<file path="config.mk">
export PLATFORM = sky130hd
export DESIGN_NAME = fpu_res_collect
export DESIGN_NICKNAME = d
export VERILOG_FILES = /design/src/rtl/fpu_pkg.sv /design/src/rtl/fpu_res_fifo.sv /design/src/rtl/fpu_res_collect.sv
export SDC_FILE = /design/constraint.sdc
export NUM_CORES = 1
export LEC_CHECK = 0
export BUFFER_PORTS_ARGS = -buffer_cell sky130_fd_sc_hd__buf_2
export CELL_PAD_IN_SITES_DETAIL_PLACEMENT = 2
export CELL_PAD_IN_SITES_GLOBAL_PLACEMENT = 2
export CORE_ASPECT_RATIO = 0.9
export CORE_MARGIN = 3
export CORE_UTILIZATION = 46
export DETAILED_ROUTE_END_ITERATION = 10
export GPL_TIMING_DRIVEN = 1
export PLACE_DENSITY_LB_ADDON = 0.1
export RECOVER_POWER = 100
export SYNTH_ARGS = -nofsm -noshare
export SYNTH_HDL_FRONTEND = slang
export SYNTH_HIERARCHICAL = 1
export SYNTH_SLANG_ARGS = --single-unit
</file>
<file path="constraint.sdc">
create_clock -name clk -period 14.4 [get_ports clk]
set_input_delay 1.44 -clock clk [delete_from_list [all_inputs] [get_ports clk]]
set_output_delay 1.44 -clock clk [all_outputs]
set_load 0.01 [all_outputs]
</file>
<file path="src/rtl/fpu_pkg.sv">
// fpu_pkg: shared widths, mask constants and result bundle type for the FPU result collector
package fpu_pkg;
  localparam int RES_W = 32;
  localparam int RES_TAG_W = 4;
  localparam int RES_DEPTH = 4;
  localparam logic [2:0] MASK_ALL = 3'b111;
  localparam logic [2:0] MASK_SUB = 3'b100;
  typedef struct packed {
    logic [RES_W-1:0] add;
    logic [RES_W-1:0] mul;
    logic [RES_W-1:0] sub;
    logic [2:0] mask;
    logic [RES_TAG_W-1:0] tag;
  } res_bundle_t;
endpackage

</file>
<file path="src/rtl/fpu_res_fifo.sv">
// fpu_res_fifo: first-word-fall-through FIFO of DEPTH x BW-bit entries
// Ports: push_i/din_i write (dropped when full unless popping), pop_i reads head (ignored when empty),
//        dout_o head entry, full_o/empty_o status, count_o occupancy.
module fpu_res_fifo #(
  parameter int BW = 8,
  parameter int DEPTH = 4
) (
  input  logic clk,
  input  logic rst,
  input  logic push_i,
  input  logic pop_i,
  input  logic [BW-1:0] din_i,
  output logic [BW-1:0] dout_o,
  output logic full_o,
  output logic empty_o,
  output logic [$clog2(DEPTH):0] count_o
);
  localparam int AW = $clog2(DEPTH);
  logic [BW-1:0] mem_q [DEPTH];
  logic [AW-1:0] wr_q, rd_q;
  logic [AW:0] cnt_q;
  logic wr_en, rd_en;
  assign full_o = cnt_q == (AW+1)'(DEPTH);
  assign empty_o = cnt_q == '0;
  assign count_o = cnt_q;
  assign dout_o = mem_q[rd_q];
  assign rd_en = pop_i & ~empty_o;
  // a full FIFO still accepts a push when the head leaves in the same cycle
  assign wr_en = push_i & (~full_o | rd_en);
  always_ff @(posedge clk or posedge rst) begin
    if (rst) begin
      wr_q <= '0;
      rd_q <= '0;
      cnt_q <= '0;
    end else begin
      wr_q <= wr_q + AW'(wr_en);
      rd_q <= rd_q + AW'(rd_en);
      cnt_q <= cnt_q + (AW+1)'(wr_en) - (AW+1)'(rd_en);
    end
  end
  always_ff @(posedge clk) begin
    if (wr_en) mem_q[wr_q] <= din_i;
  end
endmodule

</file>
<file path="src/rtl/fpu_res_collect.sv">
// fpu_res_collect: captures add/mul/sub results on controller strobe events and queues tagged bundles
// Ports: en + add_vld/mul_vld/sub_vld/fi strobes from the timing controller, add_res/mul_res/sub_res data,
//        out_* valid/ready head bundle, stall (queue full), count, sticky overflow with clr_ovf.
module fpu_res_collect
  import fpu_pkg::*;
#(
  parameter int W = RES_W,
  parameter int DEPTH = RES_DEPTH,
  parameter int TAG_W = RES_TAG_W
) (
  input  logic clk,
  input  logic rst,
  input  logic en,
  input  logic add_vld,
  input  logic mul_vld,
  input  logic sub_vld,
  input  logic fi,
  input  logic [W-1:0] add_res,
  input  logic [W-1:0] mul_res,
  input  logic [W-1:0] sub_res,
  output logic out_valid,
  input  logic out_ready,
  output logic [W-1:0] out_add,
  output logic [W-1:0] out_mul,
  output logic [W-1:0] out_sub,
  output logic [2:0] out_mask,
  output logic [TAG_W-1:0] out_tag,
  output logic stall,
  output logic [$clog2(DEPTH):0] count,
  output logic overflow,
  input  logic clr_ovf
);
  localparam int BW = 3*W + 3 + TAG_W;
  logic en_q, overflow_q, overflow_d;
  logic [W-1:0] add_q, add_d, mul_q, mul_d;
  logic [2:0] mask_q, mask_d;
  logic [TAG_W-1:0] tag_q, tag_d;
  logic add_evt, mul_evt, sub_evt, fi_evt, full, empty, pop, drop;
  logic [BW-1:0] push_data, head;
  // strobes are levels held while en is low; only the first cycle after an advance is an event
  always_comb begin
    add_evt = add_vld & en_q;
    mul_evt = mul_vld & en_q;
    sub_evt = sub_vld & en_q;
    fi_evt = fi & en_q;
    pop = ~empty & out_ready;
    drop = fi_evt & full & ~pop;
    add_d = add_evt ? add_res : add_q;
    mul_d = mul_evt ? mul_res : mul_q;
    mask_d = fi_evt ? 3'b000 : mask_q | {1'b0, mul_evt, add_evt};
    tag_d = tag_q + TAG_W'(fi_evt);
    overflow_d = drop | (overflow_q & ~clr_ovf);
    push_data = {add_q, mul_q, sub_res, mask_q | ((fi_evt | sub_evt) ? MASK_SUB : 3'b000), tag_q};
  end
  always_ff @(posedge clk or posedge rst) begin
    if (rst) begin
      en_q <= 1'b0;
      add_q <= '0;
      mul_q <= '0;
      mask_q <= '0;
      tag_q <= '0;
      overflow_q <= 1'b0;
    end else begin
      en_q <= en;
      add_q <= add_d;
      mul_q <= mul_d;
      mask_q <= mask_d;
      tag_q <= tag_d;
      overflow_q <= overflow_d;
    end
  end
  fpu_res_fifo #(.BW(BW), .DEPTH(DEPTH)) u_fifo (
    .clk(clk),
    .rst(rst),
    .push_i(fi_evt),
    .pop_i(out_ready),
    .din_i(push_data),
    .dout_o(head),
    .full_o(full),
    .empty_o(empty),
    .count_o(count)
  );
  assign out_valid = ~empty;
  assign stall = full;
  assign overflow = overflow_q;
  assign {out_add, out_mul, out_sub, out_mask, out_tag} = head;
endmodule

</file>
==> impl_results.md <==
- Worst Clk Skew: about 22 ps
- Worst Hold Class: reg -> reg
- Min Clock Period, post-route: 7270 ps
- Final period util: 0.505
- Avg Inst Size Synth: 24.6 um2
- LEAKAGE: 7.02 nW
- Netlist Area Pre-Place: ~18000 um2
- Total GRT Usage: 0.200
- Longest Clk Path Bufs: 3
- Fmax: 138 MHz
- Worst Tran Pin Value: 4570 ps
- # H-tree levels: 2
- Top_reg_cell synth: edfxtp_1
- Register bit total from synthesis: 491
- FFs w/ async S/R, synth: 0.161
- Area grow syn2layout: 16.6%
- Most frequent CP cell: clkbuf_1
- Crit path launch type: flop
- Required time worst endpoint: 12960 ps
- Critical Path AT: 5830 ps
- Root buf cell: clkbuf_16
- Clock tree sinks: 491
- Dpl hpwl: 25.1 mm
- TritonRoute pass-1 iters: 4
- Share of cells above drive strength 1: 0.312
- Failing checks: max-capacitance violations, max-slew violations
- Largest area contributor in the synthesized netlist: edfxtp_1
- WP buf/inv: 2
- Max_slew headroom: -2.05
- Largest net degree at the start of global routing: 69
- Total gr overflow: 0
- Worst vdd ir: approximately 0.11 mV
- CTS tree: yes
- IO Count: 214
- Initial DRC count: 509
- Post-route ant nets: 0
- Initial antenna violation count: 3
- CP Class: reg -> out
- Cell Rows: just under 70
- Hold-fix buffers at CTS: 0
- Die Height: 194 um
- Power per cell area: 196 nW/um2
- Initial core utilization: 0.468
- Placed cell count: between 1000 and 1500
- Core area: 38500 um2
- Cells after synthesis: 731
- Residual DRC: 0
- Distinct cells, synth: 32
- Fin. Hold Viols: 0
- CP max FO: 41
- Setup Buffers After CTS: 0
- Seq/Total Area, Yosys: 0.797
- Delay-heaviest family, CP: buffers and inverters
- Worst-Skew Late Latency: 580 ps
- Post-Syn Nets: between 800 and 900
- GPL Wtd Cong: 0.715
- Final Setup Violations: 0
- Die Area: 41600 um2
- Die X: 215 um
- Synth top area share: 0.687
- Non-filler cells, final: 1549
- Via count: 8204
- CP peak stage delay: 2600 ps
- Clock transition at path regs: approximately 60 ps
- Max-Cap Viols: 16
- Synth top cells by count: 412 x edfxtp_1, 103 x mux4_2, 79 x dfrtp_1, 64 x mux2_2, 10 x buf_2
- Vias in the first global route: 9579
- First-pass GRT wire length: around 63 mm
- Nets: 1092
- CTS buffer count: slightly below 50
- DR WL/cell: 26.1 um
- Total wire length: 40.4 mm
- Post-synth EDFFs: approximately 400
- Crit. End Element: output port
- Slowest cell on crit path: clkbuf_1
- Synth Warn #: 6
- Most common cell in the netlist: edfxtp_1
- Synth top area cells: edfxtp_1 69%, mux4_2 13%, dfrtp_1 11%, mux2_2 4.0%, buf_12 0.89%
- Crit-path cells: clkbuf_1 > mux4_2 > clkbuf_1
- IO buf count: 213
- Setup TNS: 0 ps
- RSZ-0062 raised after global routing: no
- Drt via density: roughly 5.3
- Post_cts resized: 0
- Pins Over Slew Limit: 649
- Status: complete, but fails checks
-- logic make-up (layout without fill, tap and decap cells) --
group | Yosys count | after routing | share of synthesized area
adders and majority gates | 6 | 6 | 0.00459
xor gates and xnor gates | 7 | 7 | 0.00340
buffers and inverters | 35 | 325 | 0.0171
muxes | 167 | 167 | 0.169
and+or+nand+nor | 19 | 19 | 0.00681
AOI/OAI and AO/OA | 6 | 6 | 0.00250
DFF | 491 | 491 | 0.797
other | 0 | 3 | 0
-- where the power goes --
group | total, mW | switching, mW | internal, mW | leakage (nW)
clock | 1.30 | 0.525 | 0.771 | 0.822
sequential | 1.90 | 0.137 | 1.77 | 4.67
combinational | 0.918 | 0.500 | 0.417 | 1.53
total | 4.12 | 1.16 | 2.95 | 7.02
-- stage by stage --
stage / utilization / cell area, um2 / total power [mW] / hold slack (ps) / setup WS, ps
6_report: 0.546 / 21000 / 4.12 / 512 / 7130
3_5_place_dp: 0.510 / 19600 / 2.91 / 497 / 10390
4_1_cts: 0.553 / 21300 / 4.22 / 511 / 9740
3_3_place_gp: 0.510 / 19600 / 2.86 / 474 / 10430
5_1_grt: 0.546 / 21000 / 4.32 / 537 / 6270
2_1_floorplan: - / 18000 / 2.57 / 471 / 1180
-- state kept, by name, summed over array words and instances (netlist names), 2 cells and up --
register,flops
u_fifo/mem_q,412
mask_q,2
mul_q,32
u_fifo/rd_q,2
u_fifo/count_o,3
tag_q,4
add_q,32
u_fifo/wr_q,2
-- worst paths after layout --
check	cells after the start	end	slack, ps	startpoint
worst max register to register	4	u_fifo/mem_q[2][15]	9210	en_q
worst min register to register	0	u_fifo/mem_q[0][59]	510	mul_q[20]
min in group asynchronous	2	tag_q[3]	800	rst
max in group asynchronous	3	mul_q[13]	8930	rst
worst min-delay path	0	u_fifo/mem_q[0][59]	510	mul_q[20]
worst max-delay path	3	out_sub[4]	7130	u_fifo/rd_q[0]
-- cell usage in the layout, fill, tap and decap left out, drive strengths merged, types with 2 or more instances in the layout --
| cell type | n |
|---|---|
| nor2b | 2 |
| dfrtp | 79 |
| clkinvlp | 3 |
| clkinv | 11 |
| mux4 | 103 |
| bufinv | 4 |
| nor3 | 2 |
| nor2 | 2 |
| nor4b | 2 |
| nand2 | 3 |
| xor2 | 4 |
| a21oi | 2 |
| edfxtp | 412 |
| clkbuf | 232 |
| mux2 | 64 |
| diode | 3 |
| ha | 5 |
| inv | 6 |
| xnor2 | 3 |
| nor3b | 2 |
| buf | 69 |
-- final cells by class --
| cell class | count | area [um2] |
|---|---|---|
| fillers | 3313 | 17500 |
| clock inverters | 19 | 206 |
| clock buffers | 72 | 1450 |
| inverters | 5 | 20.0 |
| well taps | 525 | 657 |
| multi-input cells | 205 | 3350 |
| diodes | 3 | 7.51 |
| repair buffers | 229 | 948 |
| flip-flops and latches | 491 | 14400 |
-- metal layers --
metal  routed length [um]  GRT usage  vias to the layer above
li1                     -          -                     3550
met1                16500      0.259                     4393
met2                20900      0.344                      195
met3                 2060     0.0412                       60
met4                  842     0.0596                        6
met5                   34          0                        -
Power figures use the tool's default switching activity.
